`config.mk`:
```
export PLATFORM = sky130hd
export DESIGN_NAME = lms_ctr_led_pio_flat
export DESIGN_NICKNAME = d
export VERILOG_FILES = /design/src/rtl/lms_ctr_led_pkg.sv /design/src/rtl/lms_ctr_led_pio_if.sv /design/src/rtl/lms_ctr_led_tickgen.sv /design/src/rtl/lms_ctr_led_pio.sv /design/src/flat_wrapper.sv
export SDC_FILE = /design/constraint.sdc
export NUM_CORES = 1
export LEC_CHECK = 0
export BUFFER_PORTS_ARGS = -buffer_cell sky130_fd_sc_hd__buf_2
export CORE_MARGIN = 2
export CORE_UTILIZATION = 30
export CTS_CLUSTER_DIAMETER = 80
export DETAILED_ROUTE_END_ITERATION = 12
export SETUP_SLACK_MARGIN = 0.02
export SLEW_MARGIN = 20
export SYNTH_ARGS = -nofsm -noshare
export SYNTH_HDL_FRONTEND = slang
export SYNTH_SLANG_ARGS = --single-unit
```
`constraint.sdc`:
```
create_clock -name clk -period 6.6 [get_ports clk]
set_input_delay 0.33 -clock clk [delete_from_list [all_inputs] [get_ports clk]]
set_output_delay 0.33 -clock clk [all_outputs]
set_load 0.02 [all_outputs]
```
`src/rtl/lms_ctr_led_pkg.sv`:
```
// rtl/lms_ctr_led_pkg.sv - register map, LED mode encoding and reset defaults for the LED PIO
package lms_ctr_led_pkg;

  localparam logic [2:0] ADDR_DATA     = 3'd0;
  localparam logic [2:0] ADDR_MODE     = 3'd1;
  localparam logic [2:0] ADDR_SET      = 3'd2;
  localparam logic [2:0] ADDR_CLEAR    = 3'd3;
  localparam logic [2:0] ADDR_BLINK    = 3'd4;
  localparam logic [2:0] ADDR_DUTY     = 3'd5;
  localparam logic [2:0] ADDR_TICK_DIV = 3'd6;

  typedef enum logic [1:0] {
    MODE_STATIC = 2'b00,
    MODE_BLINK  = 2'b01,
    MODE_PWM    = 2'b10,
    MODE_INV    = 2'b11
  } led_mode_e;

  localparam int          DEF_NUM_LEDS = 8;
  localparam int          DEF_PWM_BITS = 4;
  localparam logic [15:0] DEF_TICK_DIV = 16'd49999;
  localparam logic [15:0] DEF_BLINK    = 16'd250;

endpackage

```
`src/rtl/lms_ctr_led_pio_if.sv`:
```
// rtl/lms_ctr_led_pio_if.sv - Avalon-MM slave bus bundle for the LED PIO
interface lms_ctr_led_pio_if;
  logic [2:0]  address;
  logic        chipselect;
  logic        write_n;
  logic [31:0] writedata;
  logic [31:0] readdata;

  modport master (output address, chipselect, write_n, writedata, input readdata);
  modport slave  (input address, chipselect, write_n, writedata, output readdata);
endinterface

```
`src/rtl/lms_ctr_led_tickgen.sv`:
```
// rtl/lms_ctr_led_tickgen.sv - shared prescaler, blink phase generator and PWM comparator
module lms_ctr_led_tickgen #(
  parameter int PWM_BITS = 4
) (
  input  logic                clk,
  input  logic                reset_n,
  input  logic [15:0]         tick_div,
  input  logic [15:0]         blink,
  input  logic [PWM_BITS-1:0] duty,
  input  logic                tick_clr,
  input  logic                blink_clr,
  output logic                tick,
  output logic                phase,
  output logic                pwm_on
);

  logic [15:0]         tick_cnt;
  logic [15:0]         blink_cnt;
  logic [15:0]         blink_lim;
  logic [PWM_BITS-1:0] pwm_cnt;

  assign tick      = (tick_cnt == tick_div);
  // A half-period of zero is treated as one tick.
  assign blink_lim = (blink == 16'd0) ? 16'd0 : blink - 16'd1;
  assign pwm_on    = (pwm_cnt < duty);

  always_ff @(posedge clk or negedge reset_n) begin
    if (!reset_n) begin
      tick_cnt  <= '0;
      blink_cnt <= '0;
      phase     <= 1'b1;
      pwm_cnt   <= '0;
    end else begin
      pwm_cnt <= pwm_cnt + 1'b1;

      if (tick_clr || tick) tick_cnt <= '0;
      else                  tick_cnt <= tick_cnt + 16'd1;

      if (blink_clr) begin
        blink_cnt <= '0;
        phase     <= 1'b1;
      end else if (tick) begin
        if (blink_cnt >= blink_lim) begin
          blink_cnt <= '0;
          phase     <= ~phase;
        end else begin
          blink_cnt <= blink_cnt + 16'd1;
        end
      end
    end
  end

endmodule

```
`src/rtl/lms_ctr_led_pio.sv`:
```
// rtl/lms_ctr_led_pio.sv - Avalon-MM LED output port with per-LED static/blink/PWM/invert modes
module lms_ctr_led_pio
  import lms_ctr_led_pkg::*;
#(
  parameter int                   NUM_LEDS     = DEF_NUM_LEDS,
  parameter logic [15:0]          TICK_DIV_RST = DEF_TICK_DIV,
  parameter logic [15:0]          BLINK_RST    = DEF_BLINK,
  parameter int                   PWM_BITS     = DEF_PWM_BITS,
  parameter logic [NUM_LEDS-1:0]  DATA_RST     = '0
) (
  input  logic                 clk,
  input  logic                 reset_n,
  lms_ctr_led_pio_if.slave     bus,
  output logic [NUM_LEDS-1:0]  out_port
);

  logic [NUM_LEDS-1:0]   data;
  logic [2*NUM_LEDS-1:0] mode;
  logic [15:0]           blink;
  logic [PWM_BITS-1:0]   duty;
  logic [15:0]           tick_div;
  logic                  wr_en;
  logic                  phase;
  logic                  pwm_on;
  logic                  unused_tick;
  logic [NUM_LEDS-1:0]   led_next;

  assign wr_en = bus.chipselect && !bus.write_n;

  always_ff @(posedge clk or negedge reset_n) begin
    if (!reset_n) begin
      data     <= DATA_RST;
      mode     <= '0;
      blink    <= BLINK_RST;
      duty     <= '0;
      tick_div <= TICK_DIV_RST;
    end else if (wr_en) begin
      case (bus.address)
        ADDR_DATA:     data     <= bus.writedata[NUM_LEDS-1:0];
        ADDR_MODE:     mode     <= bus.writedata[2*NUM_LEDS-1:0];
        ADDR_SET:      data     <= data | bus.writedata[NUM_LEDS-1:0];
        ADDR_CLEAR:    data     <= data & ~bus.writedata[NUM_LEDS-1:0];
        ADDR_BLINK:    blink    <= bus.writedata[15:0];
        ADDR_DUTY:     duty     <= bus.writedata[PWM_BITS-1:0];
        ADDR_TICK_DIV: tick_div <= bus.writedata[15:0];
        default:       ;
      endcase
    end
  end

  always_comb begin
    bus.readdata = '0;
    case (bus.address)
      ADDR_DATA:     bus.readdata[NUM_LEDS-1:0]   = data;
      ADDR_MODE:     bus.readdata[2*NUM_LEDS-1:0] = mode;
      ADDR_BLINK:    bus.readdata[15:0]           = blink;
      ADDR_DUTY:     bus.readdata[PWM_BITS-1:0]   = duty;
      ADDR_TICK_DIV: bus.readdata[15:0]           = tick_div;
      default:       ;
    endcase
  end

  lms_ctr_led_tickgen #(.PWM_BITS(PWM_BITS)) u_tickgen (
    .clk       (clk),
    .reset_n   (reset_n),
    .tick_div  (tick_div),
    .blink     (blink),
    .duty      (duty),
    .tick_clr  (wr_en && bus.address == ADDR_TICK_DIV),
    .blink_clr (wr_en && bus.address == ADDR_BLINK),
    .tick      (unused_tick),
    .phase     (phase),
    .pwm_on    (pwm_on)
  );

  always_comb begin
    led_next = '0;
    for (int i = 0; i < NUM_LEDS; i++) begin
      case (led_mode_e'(mode[2*i +: 2]))
        MODE_STATIC: led_next[i] = data[i];
        MODE_BLINK:  led_next[i] = data[i] & phase;
        MODE_PWM:    led_next[i] = data[i] & pwm_on;
        MODE_INV:    led_next[i] = ~data[i];
        default:     led_next[i] = data[i];
      endcase
    end
  end

  always_ff @(posedge clk or negedge reset_n) begin
    if (!reset_n) out_port <= '0;
    else          out_port <= led_next;
  end

endmodule

```
`src/flat_wrapper.sv`:
```
// flat-port wrapper written by rule: the top's interface ports become plain ports
module lms_ctr_led_pio_flat import lms_ctr_led_pkg::*;
#(
  parameter int                   NUM_LEDS     = DEF_NUM_LEDS,
  parameter logic [15:0]          TICK_DIV_RST = DEF_TICK_DIV,
  parameter logic [15:0]          BLINK_RST    = DEF_BLINK,
  parameter int                   PWM_BITS     = DEF_PWM_BITS,
  parameter logic [NUM_LEDS-1:0]  DATA_RST     = '0
)
  (clk, reset_n, out_port, bus_address, bus_chipselect, bus_write_n, bus_writedata, bus_readdata);
  lms_ctr_led_pio_if bus_i ();
  input  logic clk;
  input  logic reset_n;
  output logic [NUM_LEDS-1:0] out_port;
  input wire logic [$bits(bus_i.address)-1:0] bus_address;
  input wire logic [$bits(bus_i.chipselect)-1:0] bus_chipselect;
  input wire logic [$bits(bus_i.write_n)-1:0] bus_write_n;
  input wire logic [$bits(bus_i.writedata)-1:0] bus_writedata;
  output wire logic [$bits(bus_i.readdata)-1:0] bus_readdata;
  assign bus_i.address = bus_address;
  assign bus_i.chipselect = bus_chipselect;
  assign bus_i.write_n = bus_write_n;
  assign bus_i.writedata = bus_writedata;
  assign bus_readdata = bus_i.readdata;
  lms_ctr_led_pio #(.NUM_LEDS(NUM_LEDS), .TICK_DIV_RST(TICK_DIV_RST), .BLINK_RST(BLINK_RST), .PWM_BITS(PWM_BITS), .DATA_RST(DATA_RST)) u_core (.clk(clk), .reset_n(reset_n), .bus(bus_i), .out_port(out_port));
endmodule
```
* After elaboration in Yosys (flattened, before gate mapping)
Cells that the tools add are included.
Cells by class: reductions and logical operators 24, muxes and demuxes 20, order comparisons 2, eq/ne operators 31, bitwise operators 28, $add $sub $neg 4
Operators by type and width (count):
- two-way mux 16 bit | 5
- case mux 8 bit (3 select lines) | 2
- adder 16 x 1 -> 16 bit, second input constant | 2
- equality test 2 bit, second input constant | 16
- case mux 1 bit (4 select lines) | 8
- case mux 4 bit (5 select lines) | 1
- bitwise AND 1 bit | 16
- equality test 16 bit | 1
- equality test 2 x 1 -> 1 bit, second input constant | 8
- greater-or-equal comparator 16 bit | 1
- zero test 16 bit | 1
- zero test 2 bit | 8
- case mux 4 bit (4 select lines) | 1
- subtractor 16 x 1 -> 16 bit, second input constant | 1
- AND reduction 2 bit | 6
- equality test 3 bit, second input constant | 3
- inverter 1 bit | 9
- bitwise AND 8 bit | 1
- inverter 8 bit | 1
- bitwise OR 8 bit | 1
- equality test 3 x 2 -> 1 bit, second input constant | 2
- adder 4 x 1 -> 4 bit, second input constant | 1
- < comparator 4 bit | 1
- nonzero test 2 bit | 2
- 7 further kinds | 11
Word-level totals: flip-flop bits (word level) 105, output and inout bits 40, input bits 39

* Depth between registers and ports, before layout
Gate-level depths: netlist of the first run.
depth after elaboration 6, mapped depth 13

* Modules after synthesis
A second synthesis of the first run with hierarchy kept.
Second synthesis, totals: cell total of the unflattened synthesis 658, area total of the unflattened synthesis 6736.5 µm²
By module, submodules not included:
- lms_ctr_led_pio | times used 1, seq. area each 1720.4 µm², area each 3867.5 µm², cells an instance 326
- lms_ctr_led_tickgen | times used 1, seq. area each 927.1 µm², area each 2869.0 µm², cells an instance 332

* Least setup slack after synthesis of the first run
Ideal clock, no wire load.
path type reg2reg, start point register u_core.blink[8], end point register u_core.u_tickgen.blink_cnt[11], path buffers 1, period minus slack after synthesis 3.473 ns, setup time 0.082 ns, data arrival time 3.390 ns, stages on the path, launching flop included 12, data required time 6.518 ns, setup slack 3.127 ns, cell sequence dfrtp_1 -> or4_1 -> nor4_1 -> nand4_1 -> and2_1 -> ha_1 -> nand2b_1 -> a2111oi_0 -> o32ai_1 -> a211o_4 -> buf_6 -> o22ai_1
Between the ends: longest elaborated chain between the ends 6, elaborated cells on any way between the ends 7
RTL lines:
- from (decl) | RTL line lms_ctr_led_pio.sv:19 | logic [15:0] blink;
- from (signal assigned) | RTL line lms_ctr_led_pio.sv:43 | ADDR_BLINK: blink <= bus.writedata[15:0];
- subtractor 16 x 1 -> 16 bit or zero test 16 bit (tied branches) | RTL line lms_ctr_led_tickgen.sv:24 | assign blink_lim = (blink == 16'd0) ? 16'd0 : blink - 16'd1;
- two-way mux 16 bit (*) | RTL line lms_ctr_led_tickgen.sv:24
- greater-or-equal comparator 16 bit (*) | RTL line lms_ctr_led_tickgen.sv:43 | if (blink_cnt >= blink_lim) begin
- two-way mux 16 bit (*) | RTL line lms_ctr_led_tickgen.sv:43
- two-way mux 16 bit (*) | RTL line lms_ctr_led_tickgen.sv:42 | end else if (tick) begin
- two-way mux 16 bit (*) | RTL line lms_ctr_led_tickgen.sv:39 | if (blink_clr) begin
- to (signal assigned) | RTL line lms_ctr_led_tickgen.sv:47 | blink_cnt <= blink_cnt + 16'd1;
- to (decl) | RTL line lms_ctr_led_tickgen.sv:18 | logic [15:0] blink_cnt;
Every way passes the cells marked *; elsewhere a longest branch is shown, timed or not. The select of a mux whose other input is x is not followed. A chain may end at the register's enable or synchronous reset.

* Final worst setup path of the first run
start point register u_core.blink[8], end point register u_core.u_tickgen.phase
Between the ends: longest elaborated chain between the ends 5, elaborated cells on any way between the ends 6
RTL lines:
- subtractor 16 x 1 -> 16 bit or zero test 16 bit (tied branches) | RTL line lms_ctr_led_tickgen.sv:24
- two-way mux 16 bit (*) | RTL line lms_ctr_led_tickgen.sv:24
- greater-or-equal comparator 16 bit (*) | RTL line lms_ctr_led_tickgen.sv:43
- nonzero test 2 bit (no source line) (*)
- AND reduction 2 bit (no source line) (*)
- to (signal assigned) | RTL line lms_ctr_led_tickgen.sv:45 | phase <= ~phase;
- to (decl) | RTL line lms_ctr_led_tickgen.sv:13 | output logic phase,
Every way passes the cells marked *; elsewhere a longest branch is shown, timed or not.

==> impl_results.md, run 1 <==
- CP Capture Type: flop
- Pwr/cell area: 296.7 nW/um^2
- Tmin final: 4.645 ns
- Layout area overhead: 11.43%
- Number of global-route vias before repair: 4890
- Fin Setup TNS: 0 ns
- Routed wire length: 16390 um
- Post-synth ARST share: 100.0%
- Core area: about 22000 um^2
- Total GRT Usage: 13.97%
- Unique masters post-synth: 55
- Worst setup path start: u_core.blink[8]
- I/O Buffers: 46
- Post-synth EDFFs: 0
- Cell Count, Final, Fillers Out: a little over 1000
- Die Width: 152.3 um
- TritonRoute pass-1 iters: 4
- CP Data Required Time: 6.89 ns
- Seq/Total Area, Yosys: roughly 40%
- GP Congestion: 0.8267
- Final Net Count: 809
- DR vias: 5155
- Synthesis-stage register bit count: 105
- Setup Skew: 0.01429 ns
- Avg Cell Area, Syn: 9.553 um^2
- CTS Root Cell: clkbuf_16
- Worst skew pair latency: 0.36 ns
- # setup viols final: 0
- Area leader, netlist: dfrtp_1
- Setup CP Type: reg -> reg
- Placed insts: just under 1000
- Capturing point of the worst reg2reg path: u_core.u_tickgen.phase
- H-tree level count: 3
- VDD IR max: 185.1 uV
- Grt ovf: 0
- Unrepaired setup endpoints after global routing: false
- Dominant synthesized flop cell: dfrtp_1
- DR WL/cell: 16.28 um
- Sinks on Clock Net: 105
- Hold WC Path Type: in -> reg
- Share of cells above drive strength 1: 16.78%
- DP Wirelength: 11850 um
- Pleak: 3.423 nW
- Via/cell ratio: 5.119
- Yosys top cell area share: between 30% and 40%
- CTS tree: done
- Clk buf depth: 2
- Post-route ant nets: 0
- Synth area leaders: dfrtp_1 (34%), ha_1 (9.1%), dfstp_2 (6.4%), mux2_2 (5.8%), nand2_1 (5.0%)
- Syn. warnings: 0
- Largest net degree at the start of global routing: between 60 and 70
- Io pins: approximately 80
- Residual DRC: 0
- First-pass GRT wire length: 26100 um
- Clock-pin slew on the worst setup and hold paths: 0.08 ns
- DRT iter0 DRCs: 226
- Die ar.: 23210 um^2
- Die H: 152.3 um
- Critical Path Source Type: flop
- Final antenna diode count: 0
- Status: complete, no violations
- Max Slew Vio Count: 0
- Mapped Area: 6601 um^2
- Slew @ Worst Pin: around 0.96 ns
- Rel. slew slack: between 30% and 40%
- Max cap viols: 0
- Worst Path Arrival: 4.93 ns
- Total CTS buffers: 9
- Max Clock Freq: 0.2153 GHz
- Post-synthesis cell count: just under 700
- Crit path max fanout: 16
- Reg-to-reg slack, setup: 1.96 ns
- R2R cell count: 10
- Initial Util: between 30% and 40%
- Period utilisation layout: 70.37%
- Critical R2R Launch: u_core.blink[8]
- Fin. Hold Viols: 0
- Row count: 54
- Worst setup path end: u_core.u_tickgen.phase
- Initial antenna violation count: 0
- Layout fillers: between 2000 and 2500
cell families (layout without fill, tap and decap cells):
kind of cell | Yosys count | after routing | synth area share (%)
flops | 105 | 105 | 40.11
other cells | 1 | 16 | 0.05681
fa+ha+maj | 48 | 48 | 9.098
buf+inv | 87 | 108 | 6.122
compound gates | 113 | 113 | 11.87
xor+xnor | 44 | 44 | 5.838
mux | 55 | 55 | 8.984
simple gates | 238 | 238 | 17.93
flip-flops by register name (all words and copies together), names as in the netlist, 8 cells and up:
register / count
u_core.tick_div: 16
u_core.mode: 16
u_core.u_tickgen.blink_cnt: 16
u_core.u_tickgen.tick_cnt: 16
u_core.data: 8
u_core.blink: 16
u_core.out_port: 8
cells in the mapped netlist (all sizes together), types with 3 or more instances:
master,instances
nor3b,8
nand3,30
o21ai,30
nor3,9
dfstp,16
nor2b,8
mux2,34
ha,48
nand4b,6
nor4,9
o211ai,15
xor2,32
inv,41
a22o,12
buf,28
xnor2,12
and2,5
nor2,32
dfrtp,89
or2,3
nand4,17
a32oi,7
nand2b,8
nand2,88
clkbuf,18
o22ai,14
a21oi,13
mux2i,21
and3,3
or3,5
o31a,5
and4,3
worst min path at each step:
stage | start | end | slack [ns] | cells after the start
global route | bus_writedata[9] | u_core.blink[9] | 0.21 | 3
detailed placement | reset_n | u_core.out_port[7] | 0.37 | 1
CTS | bus_writedata[8] | u_core.blink[8] | 0.18 | 3
global placement | reset_n | u_core.out_port[1] | 0.37 | 1
finish | bus_writedata[8] | u_core.blink[8] | 0.20 | 3
floorplan | reset_n | u_core.blink[0] | 0.03 | 0
final cells by class:
| type | instances | area, um^2 | area share, % |
|---|---|---|---|
| multi-input combinational | 514 | 3611 | 49.09 |
| sequential | 105 | 2648 | 35.99 |
| tap | 280 | 350.3 | 4.763 |
| timing repair buffer | 51 | 272.8 | 3.708 |
| clock buffer | 9 | 225.2 | 3.062 |
| inverter | 41 | 153.9 | 2.092 |
| clock inverter | 7 | 95.09 | 1.293 |
timing repair:
item / in CTS / in global routing
hold endpoints to repair: 34 / 0
setup buffers: 0 / 0
resized for setup: 0 / 0
hold buffers: 1 / 0
cells in the final DEF, fill, tap and decap left out, drive strengths merged, types with 6 or more instances in the layout:
cell type	instances
conb	16
buf	50
nand4b	6
clkbuf	9
mux2	34
o22ai	14
o211ai	15
nand3	30
nor2b	8
xor2	32
nor3b	8
nor2	32
nor3	9
nand4	17
a32oi	7
nand2	88
ha	48
dfstp	16
nand2b	8
a22o	12
mux2i	21
nor4	9
a21oi	13
o21ai	30
dfrtp	89
inv	44
xnor2	12
routing by layer:
metal	up-vias	part of all wire (%)	track usage [%]
met5	-	0	0
met4	0	1.6	4.361
met3	17	4.1	2.503
met2	129	48	22.84
met1	2533	46	18.87
li1	2476	-	-
stage by stage:
stage / power, mW / area [um^2] / setup WS [ns] / hold WS, ns / util [%]
floorplan: 1.406 / 6658 / 3.127 / 0.03441 / -
global placement: 1.592 / 7025 / 2.075 / 0.3686 / 32.39
detailed placement: 1.611 / 7025 / 1.940 / 0.3708 / 32.39
CTS: 2.206 / 7356 / 1.936 / 0.1807 / 33.92
global route: 2.333 / 7356 / 1.577 / 0.2073 / 33.92
finish: 2.183 / 7356 / 1.955 / 0.1951 / 33.92
where the power goes:
part / internal [mW] / total, mW / switching, mW
clock network: 0.306 / 0.586 / 0.280
logic: 0.285 / 0.641 / 0.357
registers: 0.790 / 0.955 / 0.165
total: 1.38 / 2.18 / 0.802
worst max-delay path, cell delays in order, from the launching register on:
cell       delay, ns
dfrtp_1         0.47
or4_1           0.62
nor4_1          0.38
nand4_1         0.57
and2_1          0.38
ha_1            0.26
nand2b_1        0.14
a2111oi_0       0.61
o32a_1          0.68
a22oi_1         0.16
mux2_2          0.31
Note: power is estimated with default switching activity, not from simulation.
==> inputs of run 2 (changes only) <==
==> constraint.sdc (replaced) <==
create_clock -name clk -period 3.8 [get_ports clk]
set_input_delay 0.19 -clock clk [delete_from_list [all_inputs] [get_ports clk]]
set_output_delay 0.19 -clock clk [all_outputs]
set_load 0.02 [all_outputs]
==> run 2 against run 1 <==
  * Clock skew is 0.00088 ns lower
  * Worst hold slack worse by 0.13 ns
  * Flip-flop and latch count is the same
  * Clock power up 57%
  * Setup slack worse by 1.6 ns
  * Routed wire length is 0.29% higher
  * Critical endpoint is now u_core.u_tickgen.blink_cnt[2]
==> impl_results.md, run 2 (same netlist as run 1, synthesis figures left out) <==
- Total CTS buffers: 9 (unchanged)
- R2R cell count: 11 (+1)
- Worst setup path start: u_core.blink[8]
- Commonest non-fill, non-tap cell in the layout: dfrtp_1
- Period utilisation layout: 90.66% (+20 points)
- Max Slew Vio Count: 0 (unchanged)
- Design area: 7412 um^2 (+0.77%)
- Max Clock Freq: 0.2903 GHz (+35%)
- Post-route ant nets: 0 (unchanged)
- Commonest non-fill, non-tap cells in the layout: dfrtp_1 (89), nand2_1 (88), ha_1 (48)
- Tot Pwr: 3.728 mW (+71%)
- # setup viols final: 0 (unchanged)
- Critical Path Source Type: flop
- Critical R2R Launch: u_core.blink[8]
- Layout area overhead: 12.28%
- CP Data Required Time: 4.05 ns (-2.84 ns)
- Share of cells above drive strength 1: 17.89% (+1.1 points)
- GP Congestion: 0.8898 (+7.6%)
- Via/cell ratio: 5.061 (-1.1%)
- Unrepaired setup endpoints after global routing: false
- CP Capture Type: flop
- DR vias: 5152 (-0.058%)
- TritonRoute pass-1 iters: 4 (unchanged)
- CTS Root Cell: clkbuf_16
- Postcts setup bufs: 0 (unchanged)
- Rel. slew slack: 33.17% (-2.3 points)
- Hold WC Path Type: in -> reg
- Status: complete, no violations
- Worst skew pair latency: 0.36 ns (about the same)
- Worst setup path end: u_core.u_tickgen.blink_cnt[2]
- Setup ws final: 0.3548 ns (-1.601 ns)
- Tmin final: 3.445 ns (-1.199 ns)
- Worst Path Arrival: 3.70 ns (-1.23 ns)
- DR WL/cell: 16.15 um (-0.80%)
- I/O Buffers: 46 (unchanged)
- Pwr/cell area: 503.0 nW/um^2 (+70%)
- Die ar.: 23210 um^2 (unchanged)
- Reg-to-reg slack, setup: 0.35 ns (-1.60 ns)
- DRT iter0 DRCs: 239 (+5.8%)
- Util after Layout: 34.18% (+0.26 points)
- Pleak: 3.454 nW (+0.92%)
- Die Width: 152.3 um (unchanged)
- Hold Crit Start: bus_writedata[8]
- Grt ovf: 0 (unchanged)
- Initial Util: 30.44% (unchanged)
- Crit path max fanout: 16 (unchanged)
- Setup CP Type: reg -> reg
- Io pins: 79 (unchanged)
- Capturing point of the worst reg2reg path: u_core.u_tickgen.blink_cnt[2]
- Pre-CTS WS: 0.2462 ns (-1.694 ns)
- Area after DPL: 7108 um^2 (+1.2%)
- Fin. Hold Viols: 0 (unchanged)
- Clock-pin slew on the worst setup and hold paths: 0.07 ns (about the same)
- VDD IR max: 287.9 uV (+56%)
- Routed wire length: 16440 um (+0.29%)
- H-tree level count: 3 (unchanged)
- Row count: 54 (unchanged)
- Initial antenna violation count: 0 (unchanged)
- DP Wirelength: 12120 um (+2.2%)
- Sinks on Clock Net: 105 (unchanged)
- Total GRT Usage: 14.32% (+0.35 points)
- Slew @ Worst Pin: 0.9948 ns (+0.03418 ns)
- Core area: 21690 um^2 (unchanged)
- Max cap viols: 0 (unchanged)
- Die H: 152.3 um (unchanged)
- Clk buf depth: 2 (unchanged)
- Number of global-route vias before repair: 4856 (-0.70%)
- Largest net degree at the start of global routing: 56 (-15%)
- Final antenna diode count: 0 (unchanged)
- First-pass GRT wire length: 26720 um (+2.4%)
- CTS tree: done
- Layout fillers: 2219 (+1.8%)
- Fin Setup TNS: 0 ns (unchanged)
- Setup Skew: 0.01341 ns (-0.0008787 ns)
- Residual DRC: 0 (unchanged)
- Final Net Count: 820 (+1.4%)
==> run 2: cell types whose count changed in the layout (fill, tap and decap cells not counted), sizes merged <==
cell / delta
clkinv: -3
clkbuf: +3
clkinvlp: +2
buf: +11
bufinv: -1
inv: -1
==> run 2: worst min-delay path by stage <==
stage	to	depth (start not counted)
4_1_cts	u_core.blink[8]	3
2_1_floorplan	u_core.blink[0]	0
5_1_grt	u_core.blink[4]	3
6_report	u_core.blink[8]	3
3_3_place_gp	u_core.mode[15]	1
3_5_place_dp	u_core.mode[15]	1
==> run 2: what timing repair did <==
action                                  CTS  global route
endpoints found under the setup margin    0             1
hold buffers                              1             0
resized for setup                         0             1
hold endpoints to repair                 39             0
==> run 2: final cells by class <==
cell class,instances,area [um^2],area share (%)
multi-input combinational,514,3623,48.89
sequential,105,2648,35.72
timing repair buffer,62,355.3,4.794
tap,280,350.3,4.727
clock buffer,12,246.5,3.325
inverter,41,153.9,2.076
clock inverter,4,35.03,0.4727
==> run 2: report_power, final <==
part           switching (mW)  leakage (nW)  internal (mW)
sequential              0.284          1.28           1.37
combinational           0.633          2.04          0.519
clock                   0.449         0.131          0.471
total                    1.37          3.45           2.36
==> run 2: per-layer routing <==
metal	vias to the layer above	wire length (um)	GRT usage (%)
met5	-	0	0
met4	0	291	3.961
met3	19	576	2.844
met2	99	7699	22.95
met1	2525	7873	19.74
li1	2509	-	-
==> run 2: critical path, cell delays in order (launching register included) <==
cell and delay, ns:
dfrtp_1 0.38, or4_1 0.61, nor4_2 0.23, nand4_1 0.16, and2_1 0.22, ha_1 0.26, nand2b_1 0.13, a2111oi_0 0.39
buf_4 0.18, o32ai_1 0.11, a211o_4 0.42, o311ai_1 0.24
==> run 2: stage by stage <==
stage	cells	hold slack [ns]
3_5_place_dp	1001	0.3077
5_1_grt	1018	0.06813
6_report	1018	0.06315
4_1_cts	1018	0.05360
3_3_place_gp	1001	0.3023
2_1_floorplan	706	-0.1056
